[src/rtl/uart_rx_if.sv]
`timescale 1ns/1ps
`default_nettype none
// =============================================================================
// Module   : uart_rx_if
// Purpose  : Received-word port of the UART receiver (valid/ready plus error pulses).
// Revision : 1.0 - initial release
// =============================================================================
interface uart_rx_if #(
    parameter int DATA_WIDTH = 8
) ();
    logic [DATA_WIDTH-1:0] data;
    logic                  valid;
    logic                  ready;
    logic                  frame_err;
    logic                  overrun;

    modport master (output data, valid, frame_err, overrun, input ready);
    modport slave  (input data, valid, frame_err, overrun, output ready);
endinterface
`default_nettype wire

[src/rtl/uart_rx.sv]
`timescale 1ns/1ps
`default_nettype none
// =============================================================================
// Module   : uart_rx
// Purpose  : 8N1 serial receiver, mid-bit sampling, stop-bit check, valid/ready out.
// Revision : 1.0 - initial release
// =============================================================================
module uart_rx #(
    parameter int DATA_WIDTH = 8,
    parameter int BAUD_RATE  = 9600,
    parameter int CLK_FREQ   = 12_000_000
) (
    input  wire       clk,
    input  wire       rstn,
    input  wire       sig,
    uart_rx_if.master bus
);
    localparam int PULSE_WIDTH      = CLK_FREQ / BAUD_RATE;
    localparam int HALF_PULSE_WIDTH = PULSE_WIDTH / 2;
    localparam int CNT_W            = (PULSE_WIDTH > 1) ? $clog2(PULSE_WIDTH) : 1;
    localparam int IDX_W            = (DATA_WIDTH > 1) ? $clog2(DATA_WIDTH) : 1;

    localparam logic [CNT_W-1:0] CNT_FULL = CNT_W'(PULSE_WIDTH - 1);
    localparam logic [CNT_W-1:0] CNT_HALF = CNT_W'(HALF_PULSE_WIDTH - 1);
    localparam logic [CNT_W-1:0] CNT_ONE  = CNT_W'(1);
    localparam logic [IDX_W-1:0] IDX_LAST = IDX_W'(DATA_WIDTH - 1);
    localparam logic [IDX_W-1:0] IDX_ONE  = IDX_W'(1);

    localparam logic [1:0] ST_IDLE  = 2'd0;
    localparam logic [1:0] ST_START = 2'd1;
    localparam logic [1:0] ST_DATA  = 2'd2;
    localparam logic [1:0] ST_STOP  = 2'd3;

    logic [1:0]            state;
    logic [1:0]            state_nxt;
    logic                  sync1;
    logic                  s;
    logic                  s_d;
    logic                  fell;
    logic                  cnt_zero;
    logic [CNT_W-1:0]      clk_cnt;
    logic [IDX_W-1:0]      bit_idx;
    logic [DATA_WIDTH-1:0] shift;
    logic [DATA_WIDTH-1:0] data_q;
    logic                  valid_q;
    logic                  ferr_q;
    logic                  ovr_q;
    logic                  load_word;
    logic                  set_ferr;
    logic                  set_ovr;

    assign fell     = s_d & ~s;
    assign cnt_zero = (clk_cnt == '0);

    always_ff @(posedge clk) begin
        if (!rstn) begin
            state <= ST_IDLE;
        end else begin
            state <= state_nxt;
        end
    end

    always_comb begin
        state_nxt = state;
        case (state)
            ST_IDLE:  if (fell) state_nxt = ST_START;
            ST_START: if (cnt_zero) state_nxt = s ? ST_IDLE : ST_DATA;
            ST_DATA:  if (cnt_zero && (bit_idx == IDX_LAST)) state_nxt = ST_STOP;
            ST_STOP:  if (cnt_zero) state_nxt = ST_IDLE;
            default:  state_nxt = ST_IDLE;
        endcase
    end

    // Stop-sample outcome; a consumer handshake in the same cycle frees the slot.
    always_comb begin
        load_word = 1'b0;
        set_ferr  = 1'b0;
        set_ovr   = 1'b0;
        if ((state == ST_STOP) && cnt_zero) begin
            if (!s) begin
                set_ferr = 1'b1;
            end else if (!valid_q || bus.ready) begin
                load_word = 1'b1;
            end else begin
                set_ovr = 1'b1;
            end
        end
    end

    always_ff @(posedge clk) begin
        if (!rstn) begin
            sync1   <= 1'b1;
            s       <= 1'b1;
            s_d     <= 1'b1;
            clk_cnt <= '0;
            bit_idx <= '0;
            shift   <= '0;
            data_q  <= '0;
            valid_q <= 1'b0;
            ferr_q  <= 1'b0;
            ovr_q   <= 1'b0;
        end else begin
            sync1  <= sig;
            s      <= sync1;
            s_d    <= s;
            ferr_q <= set_ferr;
            ovr_q  <= set_ovr;

            if (load_word) begin
                data_q  <= shift;
                valid_q <= 1'b1;
            end else if (valid_q && bus.ready) begin
                valid_q <= 1'b0;
            end

            case (state)
                ST_IDLE: begin
                    if (fell) clk_cnt <= CNT_HALF;
                end
                ST_START: begin
                    if (!cnt_zero) begin
                        clk_cnt <= clk_cnt - CNT_ONE;
                    end else if (!s) begin
                        clk_cnt <= CNT_FULL;
                        bit_idx <= '0;
                    end
                end
                ST_DATA: begin
                    if (!cnt_zero) begin
                        clk_cnt <= clk_cnt - CNT_ONE;
                    end else begin
                        shift[bit_idx] <= s;
                        clk_cnt        <= CNT_FULL;
                        if (bit_idx != IDX_LAST) bit_idx <= bit_idx + IDX_ONE;
                    end
                end
                ST_STOP: begin
                    if (!cnt_zero) clk_cnt <= clk_cnt - CNT_ONE;
                end
                default: clk_cnt <= '0;
            endcase
        end
    end

    assign bus.data      = data_q;
    assign bus.valid     = valid_q;
    assign bus.frame_err = ferr_q;
    assign bus.overrun   = ovr_q;
endmodule
`default_nettype wire

[src/flat_wrapper.sv]
// flat-port wrapper written by rule: the top's interface ports become plain ports
module uart_rx_flat 
#(
    parameter int DATA_WIDTH = 8,
    parameter int BAUD_RATE  = 9600,
    parameter int CLK_FREQ   = 12_000_000
)
  (clk, rstn, sig, bus_data, bus_valid, bus_frame_err, bus_overrun, bus_ready);
  uart_rx_if #(.DATA_WIDTH(DATA_WIDTH)) bus_i ();
  input  wire clk;
  input  wire rstn;
  input  wire sig;
  output wire logic [$bits(bus_i.data)-1:0] bus_data;
  output wire logic [$bits(bus_i.valid)-1:0] bus_valid;
  output wire logic [$bits(bus_i.frame_err)-1:0] bus_frame_err;
  output wire logic [$bits(bus_i.overrun)-1:0] bus_overrun;
  input wire logic [$bits(bus_i.ready)-1:0] bus_ready;
  assign bus_data = bus_i.data;
  assign bus_valid = bus_i.valid;
  assign bus_frame_err = bus_i.frame_err;
  assign bus_overrun = bus_i.overrun;
  assign bus_i.ready = bus_ready;
  uart_rx #(.DATA_WIDTH(DATA_WIDTH), .BAUD_RATE(BAUD_RATE), .CLK_FREQ(CLK_FREQ)) u_core (.clk(clk), .rstn(rstn), .sig(sig), .bus(bus_i));
endmodule
[config.mk]
export PLATFORM = sky130hd
export DESIGN_NAME = uart_rx_flat
export DESIGN_NICKNAME = d
export VERILOG_FILES = /design/src/rtl/uart_rx_if.sv /design/src/rtl/uart_rx.sv /design/src/flat_wrapper.sv
export SDC_FILE = /design/constraint.sdc
export NUM_CORES = 1
export LEC_CHECK = 0
export BUFFER_PORTS_ARGS = -buffer_cell sky130_fd_sc_hd__buf_4
export CORE_UTILIZATION = 35
export CTS_CLUSTER_SIZE = 8
export DETAILED_ROUTE_END_ITERATION = 8
export GPL_ROUTABILITY_DRIVEN = 0
export PLACE_DENSITY_LB_ADDON = 0.3
export SLEW_MARGIN = 20
export SYNTH_ARGS = -nofsm -noshare
export SYNTH_HDL_FRONTEND = slang
export SYNTH_SLANG_ARGS = --single-unit
[constraint.sdc]
create_clock -name clk -period 3.1 [get_ports clk]
set_clock_uncertainty 0.1 [all_clocks]
set_input_delay 0.465 -clock clk [delete_from_list [all_inputs] [get_ports clk]]
set_output_delay 0.465 -clock clk [all_outputs]
set_load 0.02 [all_outputs]
==> summary.txt, run 1 <==
Run status
  – Status: complete, no violations

Global route
  – Vias in the first global route: 1786
  – Tot GR Track Use: 0.1718
  – GR Overflow Total: 0
  – Initial antenna violation count: 0
  – Maximum number of pins on one net before global-route repair: 24
  – Global-route wire length before repair: 8.438 mm

Drt
  – Routed WL per cell: 15.10 um
  – Vias/cell: 5.844
  – Post-Route WL: 4.921 mm
  – Initial DRC Count: 113
  – Post-DRT Antenna Nets: 0
  – Detailed Routing Iterations Pass 1: 6
  – Via count: 1905
  – Post-route DRC violation count: 0

STA
  – Worst slew pin tran: 0.6839 ns
  – Max_slew headroom: 0.5436
  – Fin. max-slew vios: 0
  – RSZ-0062 raised after global routing: false
  – Final Cycle Share: 0.8320
  – Tmin final: 2.579 ns
  – Sum Neg Setup Slack: 0 ns
  – F_max: 387.7 MHz
  – Final hold viol count: 0
  – Final setup fails: 0

Power
  – Pint: 0.0008652 W
  – Psw: 0.0005573 W
  – Net Sw Frac: 0.3918
  – Power, Total: 0.001422 W
  – Leakage: 0.8748 nW
  – Sequential power share: 0.382
  – Maximum vdd ir drop: 0.2459 mV
  – Gate power share: 0.365
  – Power Dens Cells: 612.2 nW/um^2
  – Clk network pwr share: 0.253

Synthesis
  – Avg Inst Size Synth: 8.449 um^2
  – Mapped Cells: 247
  – EDFF count, synth: 0
  – Ys flop type: dfxtp_1
  – Synth cell types: 55
  – YS warnings: 0
  – Number of synthesized register bits: 38
  – Syn_nets: 259
  – Seq/Total Area, Yosys: 0.3645
  – Share of synthesized registers carrying an async set or reset: 0
  – Cell area after synthesis: 2087 um^2

Critical path
  – Crit-path max cell delay: 0.62 ns
  – Kind of critical path: flip-flop to flip-flop
  – WP data required: 3.22 ns
  – CP delay by family, top: simple AND/OR/NAND/NOR gates
  – Buf+Inv Stages, Crit Path: 1
  – Crit-path cells: inv_1 -> ha_1 -> nor4b_1 -> nand3_1 -> or4_1 -> a21oi_1
  – Critical Path AT: 2.70 ns
  – Critical Path Start Type: flip-flop
  – Crit path max fanout: 13
  – Slowest stage cell, crit path: or4_1
  – Worst setup EP type: flip-flop

Hold path
  – Worst hold path class: primary input to flip-flop

Clock network
  – Post-CTS Resized: 0
  – CTS tree: built
  – Num CTS Buffers: 5
  – Number of setup buffers added after CTS: 0
  – Root Driver: clkbuf_8
  – Clock-pin slew on the worst setup and hold paths: 0.08 ns
  – H-tree depth: 2
  – Maximum root-to-sink buffer count: 2
  – Hold-fix buffers, CTS: 0
  – Later-pin clock latency in the skew report: 0.29 ns
  – Total clock sinks: 38

Layout
  – Share of layout cells above drive strength 1: 0.1496
  – Commonest cells after routing, fill and taps aside: 38 x dfxtp_1, 21 x a21oi_1, 18 x buf_4
  – Most common cell after layout, fill and taps aside: dfxtp_1
  – Layout Cells excl Fill: 326
  – Area delta synth->final: 11.33%
  – Nets@finish: 265
  – Antenna cells: 0

Place
  – I/O Buffers: 14
  – DP HPWL: 3.405 mm
  – Post-placement cell count: 318

Die
  – Die Area: 6276 um^2
  – Num ports: 15
  – Core area: 5642 um^2
  – Initial Util: 0.3699
  – Height of the die: 79.22 um
  – Die width: 79.22 um
  – Cell Rows: 27

Flow run
  – Max_cap viols: 0
==> per-stage QoR <==
| stage | hold WS (ns) | util | setup slack [ns] | area [um^2] |
|---|---|---|---|---|
| final | 0.2505 | 0.4118 | 0.5209 | 2323 |
| after global routing | 0.2622 | 0.4118 | 0.2693 | 2323 |
| after detailed placement | 0.2947 | 0.3950 | 0.5790 | 2228 |
| after floorplan | 0.2863 | - | 0.8400 | 2087 |
| after global placement | 0.2905 | 0.3950 | 0.7358 | 2228 |
| after CTS | 0.2480 | 0.4118 | 0.5416 | 2323 |
==> final timing paths <==
path	startpoint	endpoint	slack [ns]	cells past startpoint
worst min register to register	u_core.sync1	u_core.s	0.31	1
worst max register to register	u_core.clk_cnt[0]	u_core.shift[5]	0.52	6
worst min-delay path	sig	u_core.sync1	0.25	2
worst max-delay path	u_core.clk_cnt[0]	u_core.shift[5]	0.52	6
==> logic make-up after synthesis <==
logic type | Yosys count | synth area share
DFF | 38 | 0.3645
and+or+nand+nor | 92 | 0.2608
muxes | 8 | 0.03897
adders and majority gates | 8 | 0.04796
buffers and inverters | 32 | 0.06355
AOI/OAI and AO/OA | 69 | 0.2242
==> cells in the mapped netlist, types with 2 or more instances <==
library cell   n  area, um^2
nor2_1        14       52.55
a221oi_1       2       17.52
mux2i_1        7       70.07
or2_2          2       12.51
nand3b_1       2       15.01
nand2_1       15       56.30
buf_2          3       15.01
a21oi_1       21       105.1
a31oi_1        3       18.77
ha_1           8       100.1
or4_1          5       37.54
a21o_1         2       15.01
clkbuf_1      14       52.55
a22o_1         2       17.52
o211ai_1       3       22.52
nand2b_1       5       31.28
o21bai_1       2       15.01
inv_1         13       48.80
nand4b_1       2       17.52
dfxtp_1       38       760.7
o32ai_1        3       26.28
o41ai_1        2       17.52
o31ai_1        2       15.01
a41oi_1        3       26.28
nor3_1         8       40.04
nand4_1        4       25.02
o21ai_0       14       70.07
nor4b_1        2       17.52
nor4_1         4       25.02
nand3_1       15       75.07
and3_1         3       18.77
==> sequential cells by signal (all words and copies together), names as in the netlist, named ones only <==
| register | cells |
|---|---|
| u_core.bit_idx | 3 |
| u_core.bus.data | 8 |
| u_core.bus.frame_err | 1 |
| u_core.bus.overrun | 1 |
| u_core.bus.valid | 1 |
| u_core.clk_cnt | 11 |
| u_core.s | 1 |
| u_core.s_d | 1 |
| u_core.shift | 8 |
| u_core.state | 1 |
| u_core.sync1 | 1 |
==> power groups by stage <==
| stage | logic, W | registers, W | clock network, W |
|---|---|---|---|
| 6_report | 0.000519 | 0.000544 | 0.000360 |
| 5_1_grt | 0.000568 | 0.000549 | 0.000389 |
| 4_1_cts | 0.000511 | 0.000544 | 0.000369 |
| 3_3_place_gp | 0.000507 | 0.000555 | 0 |
| 2_1_floorplan | 0.000399 | 0.000545 | 0 |
| 3_5_place_dp | 0.000508 | 0.000555 | 0 |
==> layout make-up <==
class                           instances  area, um^2
Clock buffer                            6       82.58
Tap cell                               72       90.09
Sequential cell                        38       760.7
Multi-Input combinational cell        177        1194
Inverter                               13       48.80
Fill cell                             566        3318
Clock inverter                          2       12.51
Timing Repair Buffer                   18       135.1
==> worst reg2reg max path: cells and delay by family (launching register included) <==
family / cells / cell delay, ns
flops: 1 / 0.36
simple gates: 3 / 1.56
buf+inv: 1 / 0.12
compound gates: 1 / 0.14
fa+ha+maj: 1 / 0.22
==> layer usage <==
layer  track usage  routed length (um)  up-vias
met5             0                   0        -
met4       0.07273                  92        0
met3       0.02874                 247        9
met2        0.2750                2198       63
met1        0.2268                2383      899
li1              -                   -      934
Power figures use the tool's default switching activity.
==> inputs of run 2 (changes only) <==
Clock period 3.1 ns to 2.5 ns, I/O delays scaled along.
==> summary.txt, run 2 (synthesized netlist as in run 1, its figures left out) <==
Run status
  – Status: complete, no violations

Clock network
  – Number of setup buffers added after CTS: 0
  – Hold-fix buffers, CTS: 0
  – Maximum root-to-sink buffer count: 2
  – Clock-pin slew on the worst setup and hold paths: 0.08 ns
  – Total clock sinks: 38
  – Post-CTS Resized: 0
  – Root Driver: clkbuf_8
  – CTS tree: built
  – Num CTS Buffers: 5
  – H-tree depth: 2
  – Later-pin clock latency in the skew report: 0.29 ns

Die
  – Initial Util: 0.3699
  – Height of the die: 79.22 um
  – Core area: 5642 um^2
  – Num ports: 15
  – Die width: 79.22 um
  – Die Area: 6276 um^2
  – Cell Rows: 27

Layout
  – Layout Cells excl Fill: 333
  – Most common cell after layout, fill and taps aside: dfxtp_1
  – Antenna cells: 0
  – Finished Core Util: 0.4212
  – Share of layout cells above drive strength 1: 0.1724
  – Fillcell total: 563
  – Area delta synth->final: 13.85%
  – Commonest cells after routing, fill and taps aside: 38 x dfxtp_1, 25 x buf_4, 21 x a21oi_1
  – Nets@finish: 272
  – Top reg by flops: u_core.clk_cnt
  – Max FFs per register: 11

Global route
  – Vias in the first global route: 1774
  – Tot GR Track Use: 0.1706
  – Global-route wire length before repair: 8.383 mm
  – Initial antenna violation count: 0
  – GR Overflow Total: 0
  – Maximum number of pins on one net before global-route repair: 24

Power
  – Psw: 0.0007114 W
  – Maximum vdd ir drop: 0.3022 mV
  – Pint: 0.001125 W
  – Gate power share: 0.390
  – Power Dens Cells: 773.1 nW/um^2
  – Leakage: 0.9096 nW
  – Clk network pwr share: 0.247
  – Net Sw Frac: 0.3873
  – Sequential power share: 0.364

Place
  – Post-placement cell count: 325
  – DP HPWL: 3.555 mm
  – I/O Buffers: 14
  – Pre-CTS setup slack: 0.1627 ns

Drt
  – Post-route DRC violation count: 0
  – Metal3 WL: 296 um
  – Via count: 1895
  – Met2 routed WL: 2.153 mm
  – Vias/cell: 5.691
  – Routed WL per cell: 14.92 um
  – Top Layer Used: met4
  – Met1 WL: 2.414 mm
  – Detailed Routing Iterations Pass 1: 4
  – Post-DRT Antenna Nets: 0
  – Initial DRC Count: 122
  – Post-Route WL: 4.970 mm

Critical path
  – Kind of critical path: flip-flop to flip-flop
  – Crit path max fanout: 6
  – Critical Path Start Type: flip-flop
  – WP data required: 2.58 ns
  – Critical Path AT: 2.43 ns
  – Worst setup EP type: flip-flop

STA
  – Fin. max-slew vios: 0
  – Sum Neg Setup Slack: 0 ns
  – Max_slew headroom: 0.6254
  – Hold slack: 0.1533 ns
  – F_max: 424.8 MHz
  – Final setup fails: 0
  – RSZ-0062 raised after global routing: false
  – Final WS setup: 0.1459 ns
  – Tmin final: 2.354 ns
  – Worst slew pin tran: 0.5541 ns
  – Final Cycle Share: 0.9416
  – Final hold viol count: 0

Hold path
  – Worst hold path class: primary input to flip-flop

Flow run
  – Max_cap viols: 0
[run 2: critical path, stage by stage, from the launching register on]
cell and delay [ns]:
dfxtp_1 0.35, inv_1 0.11, ha_1 0.20, or4b_4 0.53
or4_1 0.64, a211oi_2 0.21, o32ai_1 0.10
[run 2: path summary, 6_finish.rpt]
path         slack [ns]                 to  cells after the start         startpoint
min                0.15       u_core.sync1                      2                sig
max reg2reg        0.15  u_core.clk_cnt[3]                      6  u_core.clk_cnt[0]
min reg2reg        0.31           u_core.s                      1       u_core.sync1
max                0.15  u_core.clk_cnt[3]                      6  u_core.clk_cnt[0]
[run 2: metrics by stage]
| step | power, W | instance area, um^2 |
|---|---|---|
| floorplan | 0.001171 | 2087 |
| global placement | 0.001388 | 2281 |
| detailed placement | 0.001383 | 2281 |
| CTS | 0.001830 | 2376 |
| global route | 0.001935 | 2376 |
| finish | 0.001837 | 2376 |
[run 2: layout make-up]
class / instances / area (um^2) / share of cell area
tap: 72 / 90.09 / 0.03791
clock buffer: 6 / 82.58 / 0.03476
clock inverter: 2 / 12.51 / 0.005266
timing repair buffer: 25 / 187.7 / 0.07899
sequential: 38 / 760.7 / 0.3202
inverter: 13 / 48.80 / 0.02054
multi-input combinational: 177 / 1194 / 0.5024
[run 2: layer usage]
| metal | vias up | global-route usage |
|---|---|---|
| met2 | 57 | 0.2586 |
| li1 | 944 | - |
| met3 | 10 | 0.03448 |
| met1 | 884 | 0.2311 |
| met5 | - | 0 |
| met4 | 0 | 0.07818 |
[run 2: power by group through the flow]
stage | Clock [W] | Combinational, W | Sequential (W)
final | 0.000453 | 0.000716 | 0.000668
after CTS | 0.000459 | 0.000704 | 0.000668
after global routing | 0.000485 | 0.000776 | 0.000674
after floorplan | 0 | 0.000495 | 0.000676
after detailed placement | 0 | 0.000701 | 0.000682
after global placement | 0 | 0.000707 | 0.000682
